`config.mk`:
```
export PLATFORM = sky130hd
export DESIGN_NAME = spi_mem_port_flat
export DESIGN_NICKNAME = d
export VERILOG_FILES = /design/src/rtl/spi_mem_if.sv /design/src/rtl/spi_mem_port.sv /design/src/flat_wrapper.sv
export SDC_FILE = /design/constraint.sdc
export NUM_CORES = 1
export LEC_CHECK = 0
export CORE_AREA = 2 2 133 135
export CTS_CLUSTER_DIAMETER = 30
export DETAILED_ROUTE_END_ITERATION = 8
export DIE_AREA = 0 0 135 137
export GPL_TIMING_DRIVEN = 0
export PLACE_DENSITY = 0.7
export SLEW_MARGIN = 15
export SYNTH_ARGS = -nofsm -noshare
export SYNTH_HDL_FRONTEND = slang
export SYNTH_SLANG_ARGS = --single-unit
```
`constraint.sdc`:
```
create_clock -name clk -period 8.68 [get_ports clk]
set_input_delay 1.736 -clock clk [delete_from_list [all_inputs] [get_ports clk]]
set_output_delay 1.736 -clock clk [all_outputs]
set_load 0.02 [all_outputs]
```
`src/rtl/spi_mem_if.sv`:
```
// Request/response and pin bundle between the core-side requester and spi_mem_port.
// The requester owns start/request fields and sees the pins, so the bench can model the device.
interface spi_mem_if #(
    parameter int NUM_CS    = 2,
    parameter int MAX_BYTES = 4
);
    logic                     start;
    logic                     is_write;
    logic [2:0]               num_bytes;
    logic [31:0]              addr;
    logic [8*MAX_BYTES-1:0]   wdata;
    logic [8*MAX_BYTES-1:0]   rdata;
    logic                     busy;
    logic                     done;
    logic                     err;
    logic                     sclk;
    logic                     mosi;
    logic                     miso;
    logic [NUM_CS-1:0]        cs_n;

    modport master (
        output start, is_write, num_bytes, addr, wdata, miso,
        input  rdata, busy, done, err, sclk, mosi, cs_n
    );

    modport slave (
        input  start, is_write, num_bytes, addr, wdata, miso,
        output rdata, busy, done, err, sclk, mosi, cs_n
    );
endinterface

```
`src/rtl/spi_mem_port.sv`:
```
// SPI mode-0 memory port: command byte, device address, then 1..MAX_BYTES data bytes
// to one of NUM_CS devices, with a programmable SCLK half-period and request rejection.
//
//   state   | meaning
//   IDLE    | waiting for start; validates and latches the request
//   SHIFT   | frame on the pins; each bit is a low half then a high half of sclk
//   GUARD   | all selects released for one cycle; read data assembled
//   DONE    | one-cycle done pulse (err set if the request was rejected)
module spi_mem_port #(
    parameter int NUM_CS    = 2,
    parameter int ADDR_BITS = 24,
    parameter int MAX_BYTES = 4,
    parameter int CLK_DIV   = 1
) (
    input  logic       clk,
    input  logic       rst,
    spi_mem_if.slave   bus
);
    localparam int DW  = 8 * MAX_BYTES;
    localparam int FW  = 8 + ADDR_BITS + DW;
    localparam int BCW = $clog2(FW + 1);
    localparam int DCW = (CLK_DIV > 1) ? $clog2(CLK_DIV) : 1;
    localparam int CSW = (NUM_CS > 1) ? $clog2(NUM_CS) : 1;

    localparam logic [1:0] S_IDLE  = 2'd0;
    localparam logic [1:0] S_SHIFT = 2'd1;
    localparam logic [1:0] S_GUARD = 2'd2;
    localparam logic [1:0] S_DONE  = 2'd3;

    localparam logic [2:0]     MAXB     = 3'(MAX_BYTES);
    localparam logic [31:0]    NCS      = 32'(NUM_CS);
    localparam logic [DCW-1:0] DIV_LOAD = DCW'(CLK_DIV - 1);

    logic [1:0]        state_q, state_d;
    logic [DCW-1:0]    div_q, div_d;
    logic [BCW-1:0]    bits_q, bits_d;
    logic [FW-1:0]     tx_q, tx_d;
    logic [DW-1:0]     rx_q, rx_d;
    logic [DW-1:0]     rdata_q, rdata_d;
    logic [2:0]        nb_q, nb_d;
    logic              wr_q, wr_d;
    logic              err_q, err_d;
    logic              sclk_q, sclk_d;
    logic [NUM_CS-1:0] cs_n_q, cs_n_d;

    // Every address bit above the device field counts toward the index, so a
    // stray high bit is rejected rather than aliased onto a real device.
    logic [31:0]    dev_idx;
    logic [CSW-1:0] cs_idx;
    logic           req_bad;
    logic [DW-1:0]  data_be;
    logic [FW-1:0]  frame_load;
    logic [BCW-1:0] nbits_load;
    logic           in_data;
    logic [DW-1:0]  rdata_asm;

    assign dev_idx = bus.addr >> ADDR_BITS;
    assign cs_idx  = bus.addr[ADDR_BITS +: CSW];
    assign req_bad = (bus.num_bytes == 3'd0) || (bus.num_bytes > MAXB) || (dev_idx >= NCS);

    always_comb begin
        data_be = '0;
        for (int k = 0; k < MAX_BYTES; k++) begin
            data_be[DW-1-8*k -: 8] = bus.wdata[8*k +: 8];
        end
    end

    assign frame_load = {(bus.is_write ? 8'h02 : 8'h03), bus.addr[ADDR_BITS-1:0], data_be};
    assign nbits_load = BCW'(8 + ADDR_BITS) + BCW'({bus.num_bytes, 3'b000});
    assign in_data    = (bits_q <= BCW'({nb_q, 3'b000}));

    // The first received byte ends up highest in rx_q; flip to little-endian.
    always_comb begin
        rdata_asm = '0;
        for (int k = 0; k < MAX_BYTES; k++) begin
            if (k < int'(nb_q)) begin
                rdata_asm[8*k +: 8] = rx_q[8*(int'(nb_q)-1-k) +: 8];
            end
        end
    end

    always_comb begin
        state_d = state_q;
        div_d   = div_q;
        bits_d  = bits_q;
        tx_d    = tx_q;
        rx_d    = rx_q;
        rdata_d = rdata_q;
        nb_d    = nb_q;
        wr_d    = wr_q;
        err_d   = err_q;
        sclk_d  = sclk_q;
        cs_n_d  = cs_n_q;
        case (state_q)
            S_IDLE: begin
                if (bus.start) begin
                    wr_d  = bus.is_write;
                    nb_d  = bus.num_bytes;
                    err_d = req_bad;
                    if (req_bad) begin
                        state_d = S_DONE;
                    end else begin
                        state_d = S_SHIFT;
                        tx_d    = frame_load;
                        bits_d  = nbits_load;
                        div_d   = DIV_LOAD;
                        sclk_d  = 1'b0;
                        rx_d    = '0;
                        cs_n_d  = ~(NUM_CS'(1) << cs_idx);
                    end
                end
            end
            S_SHIFT: begin
                if (div_q != '0) begin
                    div_d = div_q - DCW'(1);
                end else begin
                    div_d = DIV_LOAD;
                    if (!sclk_q) begin
                        sclk_d = 1'b1;
                        if (!wr_q && in_data) begin
                            rx_d = {rx_q[DW-2:0], bus.miso};
                        end
                    end else begin
                        // Falling edge: mosi advances, so it only ever moves while sclk is low.
                        sclk_d = 1'b0;
                        tx_d   = tx_q << 1;
                        if (bits_q == BCW'(1)) begin
                            state_d = S_GUARD;
                            cs_n_d  = '1;
                        end else begin
                            bits_d = bits_q - BCW'(1);
                        end
                    end
                end
            end
            S_GUARD: begin
                state_d = S_DONE;
                if (!wr_q && !err_q) begin
                    rdata_d = rdata_asm;
                end
            end
            default: begin
                state_d = S_IDLE;
            end
        endcase
    end

    always_ff @(posedge clk or posedge rst) begin
        if (rst) begin
            state_q <= S_IDLE;
            div_q   <= '0;
            bits_q  <= '0;
            tx_q    <= '0;
            rx_q    <= '0;
            rdata_q <= '0;
            nb_q    <= '0;
            wr_q    <= 1'b0;
            err_q   <= 1'b0;
            sclk_q  <= 1'b0;
            cs_n_q  <= '1;
        end else begin
            state_q <= state_d;
            div_q   <= div_d;
            bits_q  <= bits_d;
            tx_q    <= tx_d;
            rx_q    <= rx_d;
            rdata_q <= rdata_d;
            nb_q    <= nb_d;
            wr_q    <= wr_d;
            err_q   <= err_d;
            sclk_q  <= sclk_d;
            cs_n_q  <= cs_n_d;
        end
    end

    assign bus.sclk  = sclk_q;
    assign bus.cs_n  = cs_n_q;
    assign bus.mosi  = (state_q == S_SHIFT) && tx_q[FW-1];
    assign bus.busy  = (state_q != S_IDLE);
    assign bus.done  = (state_q == S_DONE);
    assign bus.err   = (state_q == S_DONE) && err_q;
    assign bus.rdata = rdata_q;
endmodule

```
`src/flat_wrapper.sv`:
```
// flat-port wrapper written by rule: the top's interface ports become plain ports
module spi_mem_port_flat 
#(
    parameter int NUM_CS    = 2,
    parameter int ADDR_BITS = 24,
    parameter int MAX_BYTES = 4,
    parameter int CLK_DIV   = 1
)
  (clk, rst, bus_start, bus_is_write, bus_num_bytes, bus_addr, bus_wdata, bus_miso, bus_rdata, bus_busy, bus_done, bus_err, bus_sclk, bus_mosi, bus_cs_n);
  spi_mem_if #(.NUM_CS(NUM_CS), .MAX_BYTES(MAX_BYTES)) bus_i ();
  input  logic clk;
  input  logic rst;
  input wire logic [$bits(bus_i.start)-1:0] bus_start;
  input wire logic [$bits(bus_i.is_write)-1:0] bus_is_write;
  input wire logic [$bits(bus_i.num_bytes)-1:0] bus_num_bytes;
  input wire logic [$bits(bus_i.addr)-1:0] bus_addr;
  input wire logic [$bits(bus_i.wdata)-1:0] bus_wdata;
  input wire logic [$bits(bus_i.miso)-1:0] bus_miso;
  output wire logic [$bits(bus_i.rdata)-1:0] bus_rdata;
  output wire logic [$bits(bus_i.busy)-1:0] bus_busy;
  output wire logic [$bits(bus_i.done)-1:0] bus_done;
  output wire logic [$bits(bus_i.err)-1:0] bus_err;
  output wire logic [$bits(bus_i.sclk)-1:0] bus_sclk;
  output wire logic [$bits(bus_i.mosi)-1:0] bus_mosi;
  output wire logic [$bits(bus_i.cs_n)-1:0] bus_cs_n;
  assign bus_i.start = bus_start;
  assign bus_i.is_write = bus_is_write;
  assign bus_i.num_bytes = bus_num_bytes;
  assign bus_i.addr = bus_addr;
  assign bus_i.wdata = bus_wdata;
  assign bus_i.miso = bus_miso;
  assign bus_rdata = bus_i.rdata;
  assign bus_busy = bus_i.busy;
  assign bus_done = bus_i.done;
  assign bus_err = bus_i.err;
  assign bus_sclk = bus_i.sclk;
  assign bus_mosi = bus_i.mosi;
  assign bus_cs_n = bus_i.cs_n;
  spi_mem_port #(.NUM_CS(NUM_CS), .ADDR_BITS(ADDR_BITS), .MAX_BYTES(MAX_BYTES), .CLK_DIV(CLK_DIV)) u_core (.clk(clk), .rst(rst), .bus(bus_i));
endmodule
```
==> metrics.md, run 1 <==
| Metric | Value |
|---|---|
| Run status | completed |
| Port buffer count | 110 |
| WHS Path Cells | 2 |
| Synthesized area per cell | 9.959 um^2 |
| Initial DRC count | 442 |
| Post-Route Utilization | 0.5640 |
| Clk sink count | 145 |
| EDFF count, synth | 0 |
| Area Growth Syn to Fin | 26.76% |
| H-Tree Depth | 4 |
| Number of cell rows | 48 |
| CP arrival | 2.94 ns |
| Fin. Hold Viols | 0 |
| Vias | 5968 |
| Sequential area share after synthesis | 0.4785 |
| DRT Pass-1 Iters | 5 |
| Core region area | 17060 um^2 |
| Synth cell types | 60 |
| Tightest Pin Transition | 0.7590 ns |
| Final #Nets | 981 |
| Initial Utilization | 0.4449 |
| Slew Limit Fails | 0 |
| WL per Instance | 15.66 um |
| YS warnings | 0 |
| Io pins | 111 |
| Max cap viols | 0 |
| Vias/cell | 5.281 |
| Vias in the first global route | 5720 |
| Largest net degree at the start of global routing | 74 |
| CP Data Required Time | 6.94 ns |
| CTS Root Buffer Type | clkbuf_16 |
| Drt drc | 0 |
| Hold Path Class | register to register |
| CTS resizes | 0 |
| Mapped cell area | 7589 um^2 |
| Grt ovf | 0 |
| CTS tree | yes |
| Final setup viols | 0 |
| Cts hold-fix bufs | 0 |
| Die Width | 135 um |
| Max frequency | 213.9 MHz |
| Synthesized Nets | 851 |
| Worst r2r path cells | 13 |
| Initial antenna violation count | 0 |
| WL final | 17.70 mm |
| Slew HR | 0.4898 |
| Lkg Pwr | 4.308 nW |
| Die area | 18500 um^2 |
| First-pass GRT wire length | 29.42 mm |
| Setup Buffers After CTS | 0 |
| Fin Clk Skew | 0.008056 ns |
| RSZ-0062 raised after global routing | no |
| Tot GR Track Use | 0.1999 |
| Die H | 137 um |
| Crit path max fanout | 10 |
| Longest Clk Path Bufs | 2 |
| Routed Antenna Nets | 0 |
| Proportion of layout cells with a drive suffix above 1 | 0.1215 |
| CP endpoint kind | primary output |
| Setup TNS | 0 ns |
| Setup CP Type | register to primary output |
| Reg clk slew, reported paths | 0.06 ns |
| DP Wirelength | 12.73 mm |
| Post-Syn Instances | 762 |
| Dpl ws | 4.384 ns |
| CTS Buf Count | 17 |
| Worst ir drop on vdd | 0.1352 mV |
| P per Cell Area | 154.3 nW/um^2 |
| Synth async-reset ratio | 1.000 |
| Fin crit share | 0.5386 |
| Clock latency on the worst-skew pair | 0.42 ns |
| Synthesis-stage register bit count | 145 |
| Commonest non-fill, non-tap cell in the layout | dfrtp_1 |
| Worst Setup Start Kind | register |
| Min cycle time layout | 4.675 ns |
| Most frequent cells in the layout | dfrtp_1 (143), nand2_1 (129), clkdlybuf4s50_1 (110) |
| Setup ws final | 4.005 ns |
| Final GP Congestion | 0.8816 |
| Final antenna diode count | 0 |
| Top FF cell, synth | dfrtp_1 |
layout make-up:
type | count | area (um^2)
Tap cell | 225 | 281.5
Buffer | 53 | 256.5
Sequential cell | 145 | 3631
Clock buffer | 20 | 456.7
Inverter | 24 | 97.59
Multi-Input combinational cell | 540 | 3611
Timing Repair Buffer | 111 | 1129
Fill cell | 1505 | 7437
Clock inverter | 12 | 156.4
path summary, 6_finish.rpt:
kind,from,endpoint,slack [ns]
hold / removal,u_core.tx_q[63],u_core.tx_q[63],0.46
max in group asynchronous,rst,u_core.bus.cs_n[1],6.14
min in group asynchronous,rst,u_core.rx_q[18],1.78
setup / recovery,u_core.state_q[1],bus_mosi,4.00
setup reg to reg,u_core.nb_q[0],u_core.bus.rdata[25],4.38
hold reg to reg,u_core.tx_q[63],u_core.tx_q[63],0.46
layer usage:
layer	vias to the layer above	GRT usage	routed length, um
met5	-	0	0
met2	188	0.3046	8095
met1	2821	0.2723	8126
met4	0	0.06655	225
met3	20	0.06222	1249
li1	2939	-	-
registers in the layout, summed over array words and instances (netlist names):
signal            cells
u_core.bits_q         7
u_core.bus.cs_n       2
u_core.bus.rdata     32
u_core.bus.sclk       1
u_core.err_q          1
u_core.nb_q           3
u_core.rx_q          32
u_core.state_q        2
u_core.tx_q          64
u_core.wr_q           1
through the flow:
step / cells / hold WS (ns) / instance area [um^2] / total power [mW]
2_1_floorplan: 762 / 0.4304 / 7589 / 0.7000
3_3_place_gp: 1097 / 0.4455 / 8971 / 0.7384
3_5_place_dp: 1098 / 0.4524 / 9006 / 0.7403
4_1_cts: 1130 / 0.4663 / 9619 / 1.501
5_1_grt: 1130 / 0.4844 / 9619 / 1.535
6_report: 1130 / 0.4595 / 9619 / 1.484
kinds of logic (layout without fill, tap and decap cells):
kind of cell	Yosys count	count (layout)	share of synthesized area
and+or+nand+nor	230	230	0.1372
adders and majority gates	17	17	0.02803
DFF	145	145	0.4785
xor gates and xnor gates	3	3	0.003463
buffers and inverters	77	220	0.04567
muxes	115	115	0.1669
AOI/OAI and AO/OA	175	175	0.1403
Yosys cell counts, types with 3 or more instances:
library cell,instances,area (um^2)
nor2_2,27,168.9
mux2_2,12,135.1
nand2_1,129,484.2
a32o_1,8,80.08
nor4_1,3,18.77
nor3_1,8,40.04
buf_2,11,55.05
mux4_2,8,180.2
dfrtp_1,143,3578
nor2_1,33,123.9
o21ai_0,95,475.5
and2_1,3,18.77
buf_6,4,45.04
buf_1,4,15.01
mux2i_1,95,950.9
inv_1,23,86.33
a21oi_1,32,160.2
o22a_1,3,26.28
a22o_1,9,78.83
o211ai_1,7,52.55
nand3_1,9,45.04
ha_1,17,212.7
clkbuf_1,32,120.1
where the power goes:
part | internal (mW) | leakage (nW) | switching (mW)
sequential | 0.676 | 1.99 | 0
clock | 0.468 | 0.289 | 0.289
combinational | 0.0303 | 2.03 | 0.0199
total | 1.17 | 4.31 | 0.309
worst max-delay path, stage by stage (launching register included):
cell,delay [ns]
dfrtp_1,0.43
inv_1,0.10
ha_1,0.14
buf_4,0.14
clkbuf_1,0.48
clkbuf_1,0.44
and2_1,0.19
clkdlybuf4s50_1,0.60
Note: power is estimated with default switching activity, not from simulation.
==> run 2: changes to the inputs <==
Settings changed: PLACE_DENSITY 0.7 to 0.72.
Clock period 8.68 ns to 4.3 ns, I/O delays scaled along.
==> metrics.md, run 2 (synthesis results as in run 1) <==
| Metric | Value |
|---|---|
| Reg with most FFs | u_core.tx_q |
| Proportion of layout cells with a drive suffix above 1 | 0.1244 (+0.002902) |
| Area Growth Syn to Fin | 27.09% |
| Internal power | 2.300 mW (+96%) |
| Longest Clk Path Bufs | 2 (unchanged) |
| Crit path max fanout | 10 (unchanged) |
| Met3 WL post-DR | 1.176 mm (-5.8%) |
| Clock latency on the worst-skew pair | 0.42 ns (about the same) |
| WL final | 18.21 mm (+2.9%) |
| Top sig layer | met4 |
| Final antenna diode count | 0 (unchanged) |
| CP cell instances | clkbuf_1, clkbuf_2, inv_1, ha_1, buf_2, inv_2, clkbuf_1, ha_1, nor4b_1, a21oi_1, o22a_1, nor4_4, a22o_1 |
| Worst Setup Start Kind | register |
| Most frequent cells in the layout | dfrtp_1 (143), nand2_1 (129), clkdlybuf4s50_1 (110) |
| Slew HR | 0.5243 (+0.03455) |
| Hold Path Class | register to register |
| Drt drc | 0 (unchanged) |
| Seq pwr share | 0.465 (+0.010) |
| WL per Instance | 16.08 um (+2.7%) |
| CP Data Required Time | 4.66 ns (-2.28 ns) |
| Area of the multi-input gates | 3620 um^2 (+0.24%) |
| First-pass GRT wire length | 30.66 mm (+4.2%) |
| Placed insts | 1101 (+0.27%) |
| Final GP Congestion | 0.8779 (-0.42%) |
| Clk sink count | 145 (unchanged) |
| CTS tree | yes |
| Number of flip-flops in the largest register | 64 (unchanged) |
| Run status | completed |
| Slowest cell on crit path | clkbuf_1 |
| Setup ws final | 0.4784 ns (-3.526 ns) |
| Die H | 137 um (unchanged) |
| Io pins | 111 (unchanged) |
| RSZ-0062 raised after global routing | no |
| Port buffer count | 110 (unchanged) |
| Sw power | 636.5 uW (+110%) |
| Fillers | 1532 (+1.8%) |
| Fin. Hold Viols | 0 (unchanged) |
| Die area | 18500 um^2 (unchanged) |
| Tightest Pin Transition | 0.7135 ns (-0.04550 ns) |
| Initial DRC count | 484 (+9.5%) |
| Grt ovf | 0 (unchanged) |
| Initial Utilization | 0.4449 (unchanged) |
| Vias | 6050 (+1.4%) |
| Number of cell rows | 48 (unchanged) |
| Combinational share of power | 0.036 (+0.002) |
| Lkg Pwr | 4.324 nW (+0.36%) |
| Clk network pwr share | 0.499 (-0.012) |
| DP Wirelength | 13.32 mm (+4.7%) |
| Final non-filler cell total | 1133 (+0.27%) |
| Slew Limit Fails | 0 (unchanged) |
| P per Cell Area | 304.5 nW/um^2 (+97%) |
| DRT met1 WL | 8.203 mm (+0.95%) |
| DRT Pass-1 Iters | 7 (+2) |
| Reg clk slew, reported paths | 0.06 ns (about the same) |
| CTS Buf Count | 17 (unchanged) |
| Min cycle time layout | 3.822 ns |
| Max cap viols | 0 (unchanged) |
| Vias in the first global route | 5890 (+3.0%) |
| Core region area | 17060 um^2 (unchanged) |
| CP arrival | 4.18 ns (+1.24 ns) |
| Die Width | 135 um (unchanged) |
| Vias/cell | 5.340 (+1.1%) |
| CP peak stage delay | 0.42 ns (-0.18 ns) |
| Largest net degree at the start of global routing | 36 (-51%) |
| Max frequency | 261.7 MHz |
| Routed Antenna Nets | 0 (unchanged) |
| Tot GR Track Use | 0.2081 (+0.008144) |
| Switching share of power | 0.2167 (+0.008255) |
| Initial antenna violation count | 0 (unchanged) |
| CP endpoint kind | register |
| Setup Buffers After CTS | 0 (unchanged) |
| Dpl ws | -0.002871 ns (-4.387 ns) |
| Fin crit share | 0.8887 |
| Min Hold Slack | 0.4617 ns (+0.002219 ns) |
| Met2 wire length | 8.558 mm (+5.7%) |
| H-Tree Depth | 4 (unchanged) |
| Worst ir drop on vdd | 0.2615 mV (+93%) |
| Final setup viols | 0 (unchanged) |
| CTS Root Buffer Type | clkbuf_16 |
| Setup CP Type | register to register |
| Fin Clk Skew | 0.009438 ns (+0.001382 ns) |
| Commonest non-fill, non-tap cell in the layout | dfrtp_1 |
| FF+latch area | 3631 um^2 (unchanged) |
| Final #Nets | 984 (+0.31%) |
[run 2: cell types whose count changed in the layout (fill, tap and decap cells not counted), sizes merged]
cell	previous run	this run
clkbuf	53	54
buf	21	23
inv	26	25
clkinvlp	4	7
bufinv	3	2
clkinv	3	2
[run 2: timing repair]
item                       4_1_cts  5_1_grt
resized for setup                1        1
setup endpoints to repair        8        8
hold endpoints to repair         0        0
hold buffers                     0        0
gates cloned                     0        0
[run 2: final timing paths]
| path | start | endpoint | slack (ns) | depth (start not counted) |
|---|---|---|---|---|
| worst max-delay path | u_core.nb_q[0] | u_core.bus.rdata[25] | 0.48 | 13 |
| worst min-delay path | u_core.tx_q[63] | u_core.tx_q[63] | 0.46 | 2 |
| worst max register to register | u_core.nb_q[0] | u_core.bus.rdata[25] | 0.48 | 13 |
| worst min register to register | u_core.tx_q[63] | u_core.tx_q[63] | 0.46 | 2 |
| max in group asynchronous | rst | u_core.tx_q[15] | 2.38 | 5 |
| min in group asynchronous | rst | u_core.bus.rdata[4] | 0.88 | 2 |
[run 2: power groups by stage]
| stage | Combinational, mW | Sequential [mW] | Clock [mW] |
|---|---|---|---|
| 3_5_place_dp | 0.109 | 1.39 | 0 |
| 3_3_place_gp | 0.100 | 1.39 | 0 |
| 6_report | 0.107 | 1.36 | 1.47 |
| 5_1_grt | 0.118 | 1.36 | 1.55 |
| 4_1_cts | 0.109 | 1.36 | 1.48 |
| 2_1_floorplan | 0.0235 | 1.39 | 0 |
[run 2: worst max-delay path, delay by kind of cell (launching register included)]
| kind | cells | cell delay (ns) |
|---|---|---|
| compound gates | 3 | 0.52 |
| fa+ha+maj | 2 | 0.55 |
| buf+inv | 6 | 1.64 |
| simple gates | 2 | 0.65 |
| flops | 1 | 0.40 |
[run 2: area by class of cell]
cell class	count	share of cell area
Tap cell	225	0.02919
Clock buffer	20	0.04632
Timing Repair Buffer	114	0.1225
Buffer	53	0.02673
Sequential cell	145	0.3765
Clock inverter	12	0.01375
Multi-Input combinational cell	540	0.3753
Inverter	24	0.009730
[run 2: routing by layer]
metal  GRT usage  up-vias
li1            -     2934
met1      0.2844     2923
met2      0.3198      168
met3     0.05741       25
met4     0.07234        0
met5           0        -
[run 2: stage by stage]
| stage | util | instance area (um^2) | setup TNS, ns | power, mW |
|---|---|---|---|---|
| 5_1_grt | 0.5654 | 9644 | 0 | 3.034 |
| 2_1_floorplan | - | 7592 | 0 | 1.413 |
| 6_report | 0.5654 | 9644 | 0 | 2.937 |
| 4_1_cts | 0.5654 | 9643 | 0 | 2.957 |
| 3_5_place_dp | 0.5309 | 9055 | -0.002871 | 1.499 |
| 3_3_place_gp | 0.5262 | 8975 | 0 | 1.490 |
==> run 3: changes to the inputs <==
Settings changed: CORE_AREA 2 2 133 135 to 2 2 140 129, DIE_AREA 0 0 135 137 to 0 0 142 131, TNS_END_PERCENT set to 30.
==> metrics.md, run 3 (synthesis results as in run 1) <==
| Metric | Value |
|---|---|
| Min cycle time layout | 3.988 ns (+0.1664 ns) |
| Largest net degree at the start of global routing | 36 (unchanged) |
| CP arrival | 4.34 ns (+0.16 ns) |
| Initial DRC count | 493 (+1.9%) |
| Reg with most FFs | u_core.tx_q |
| Number of cell rows | 46 (-4.2%) |
| Initial antenna violation count | 0 (unchanged) |
| Vias in the first global route | 6036 (+2.5%) |
| WL final | 18.30 mm (+0.49%) |
| CTS tree | yes |
| CTS Buf Count | 17 (unchanged) |
| Slowest cell on crit path | nor4_2 |
| Grt ovf | 0 (unchanged) |
| CP endpoint kind | register |
| Reg clk slew, reported paths | 0.06 ns (about the same) |
| Most frequent cells in the layout | dfrtp_1 (143), nand2_1 (129), clkdlybuf4s50_1 (110) |
| Clock latency on the worst-skew pair | 0.42 ns (about the same) |
| First-pass GRT wire length | 30.52 mm (-0.47%) |
| Cts hold-fix bufs | 0 (unchanged) |
| Run status | completed |
| Final #Nets | 984 (unchanged) |
| Fin crit share | 0.9274 (+0.03870) |
| Crit path max fanout | 10 (unchanged) |
| Vias | 6113 (+1.0%) |
| Commonest non-fill, non-tap cell in the layout | dfrtp_1 |
| Tot GR Track Use | 0.2081 (about the same) |
| CP cell instances | clkbuf_1, clkbuf_2, inv_1, ha_1, buf_2, inv_2, clkbuf_1, ha_1, nor4b_1, a21oi_1, o22a_1, nor4_2, a22o_1 |
| Post-Route Utilization | 0.5598 (-0.005670) |
| Proportion of layout cells with a drive suffix above 1 | 0.1267 (+0.002203) |
| Slew HR | 0.5045 (-0.01981) |
| Worst ir drop on vdd | 0.2773 mV (+6.0%) |
| P per Cell Area | 306.6 nW/um^2 (+0.67%) |
| Slew Limit Fails | 0 (unchanged) |
| Tightest Pin Transition | 0.7371 ns (+0.02358 ns) |
| Max frequency | 250.8 MHz (-4.2%) |
| Initial Utilization | 0.4410 (-0.003946) |
| Vias/cell | 5.439 (+1.9%) |
| RSZ-0062 raised after global routing | no |
| Longest Clk Path Bufs | 2 (unchanged) |
| Die Width | 142 um (+5.2%) |
| Fin. Hold Viols | 0 (unchanged) |
| Area Growth Syn to Fin | 26.94% |
| Routed Antenna Nets | 0 (unchanged) |
| H-Tree Depth | 4 (unchanged) |
| Final GP Congestion | 0.9307 (+6.0%) |
| Setup TNS | 0 ns (unchanged) |
| Drt drc | 0 (unchanged) |
| Fillers | 1478 (-3.5%) |
| CP peak stage delay | 0.56 ns (+0.14 ns) |
| Core region area | 17210 um^2 (+0.89%) |
| Die area | 18600 um^2 (+0.58%) |
| DRT Pass-1 Iters | 7 (unchanged) |
| Hold Path Class | register to register |
| Setup CP Type | register to register |
| CP Data Required Time | 4.65 ns (about the same) |
| Number of flip-flops in the largest register | 64 (unchanged) |
| Worst Setup Start Kind | register |
| Clk sink count | 145 (unchanged) |
| Die H | 131 um (-4.4%) |
| Port buffer count | 110 (unchanged) |
| WL per Instance | 16.28 um (+1.3%) |
| Lkg Pwr | 4.331 nW (+0.16%) |
| Final antenna diode count | 0 (unchanged) |
| Max cap viols | 0 (unchanged) |
| Fin Clk Skew | 0.01046 ns (+0.001022 ns) |
| Final setup viols | 0 (unchanged) |
| Io pins | 111 (unchanged) |
| DP Wirelength | 13.58 mm (+1.9%) |
| CTS Root Buffer Type | clkbuf_16 |
==> run 3: cell types whose count changed in the layout (fill, tap and decap cells not counted) <==
cell / change
clkbuf_8: +1
clkinv_4: +3
clkinvlp_4: -4
nor4_4: -1
clkbuf_1: -2
nor4_2: +1
clkinv_2: +3
inv_6: -1
==> run 3: worst paths after layout <==
| kind | start | to | slack (ns) | depth (start not counted) |
|---|---|---|---|---|
| worst min-delay path | u_core.tx_q[63] | u_core.tx_q[63] | 0.47 | 2 |
| max in group asynchronous | rst | u_core.bus.cs_n[1] | 2.61 | 4 |
| worst max register to register | u_core.nb_q[0] | u_core.bus.rdata[24] | 0.31 | 13 |
| worst max-delay path | u_core.nb_q[0] | u_core.bus.rdata[24] | 0.31 | 13 |
| worst min register to register | u_core.tx_q[63] | u_core.tx_q[63] | 0.47 | 2 |
| min in group asynchronous | rst | u_core.bits_q[0] | 0.83 | 2 |
==> run 3: layout make-up <==
cell class                 instances  area, um^2  area share
timing repair buffer             114        1181      0.1226
buffer                            53       257.7     0.02676
inverter                          24       93.84    0.009742
clock buffer                      19       452.9     0.04702
tap                              216       270.3     0.02806
sequential                       145        3631      0.3769
clock inverter                    13       135.1     0.01403
multi-input combinational        540        3611      0.3749
==> run 3: per-layer routing <==
metal | vias to the layer above | track usage | wire [um]
li1 | 2929 | - | -
met1 | 2987 | 0.2852 | 8485
met2 | 179 | 0.3242 | 8430
met3 | 18 | 0.05904 | 1136
met4 | 0 | 0.06176 | 251
met5 | - | 0 | 0
==> run 3: what timing repair did <==
item | CTS | global route
gates resized for setup | 0 | 1
setup endpoints to repair | 0 | 8
setup buffers | 0 | 0
==> run 3: critical path, delay by kind of cell (launching register included) <==
family / cells / cell delay [ns]
buffers and inverters: 6 / 1.61
and+or+nand+nor: 2 / 0.84
adders and majority gates: 2 / 0.55
AOI/OAI and AO/OA: 3 / 0.52
DFF: 1 / 0.41
==> run 3: power by group <==
group          switching [mW]  leakage, nW  internal [mW]
sequential                  0         1.99           1.36
combinational          0.0425         2.05         0.0659
clock                   0.597        0.289          0.883
==> run 3: metrics by stage <==
step / total power, mW / instance area, um^2 / hold slack [ns] / cells / worst slack [ns]
floorplan: 1.413 / 7592 / 0.4304 / 762 / 0.9158
global route: 3.043 / 9633 / 0.4931 / 1124 / 0.03570
finish: 2.953 / 9633 / 0.4677 / 1124 / 0.3120
global placement: 1.492 / 8964 / 0.4465 / 1088 / 0.1153
CTS: 2.971 / 9632 / 0.4691 / 1124 / 0.01677
detailed placement: 1.500 / 9044 / 0.4550 / 1092 / 0.04991
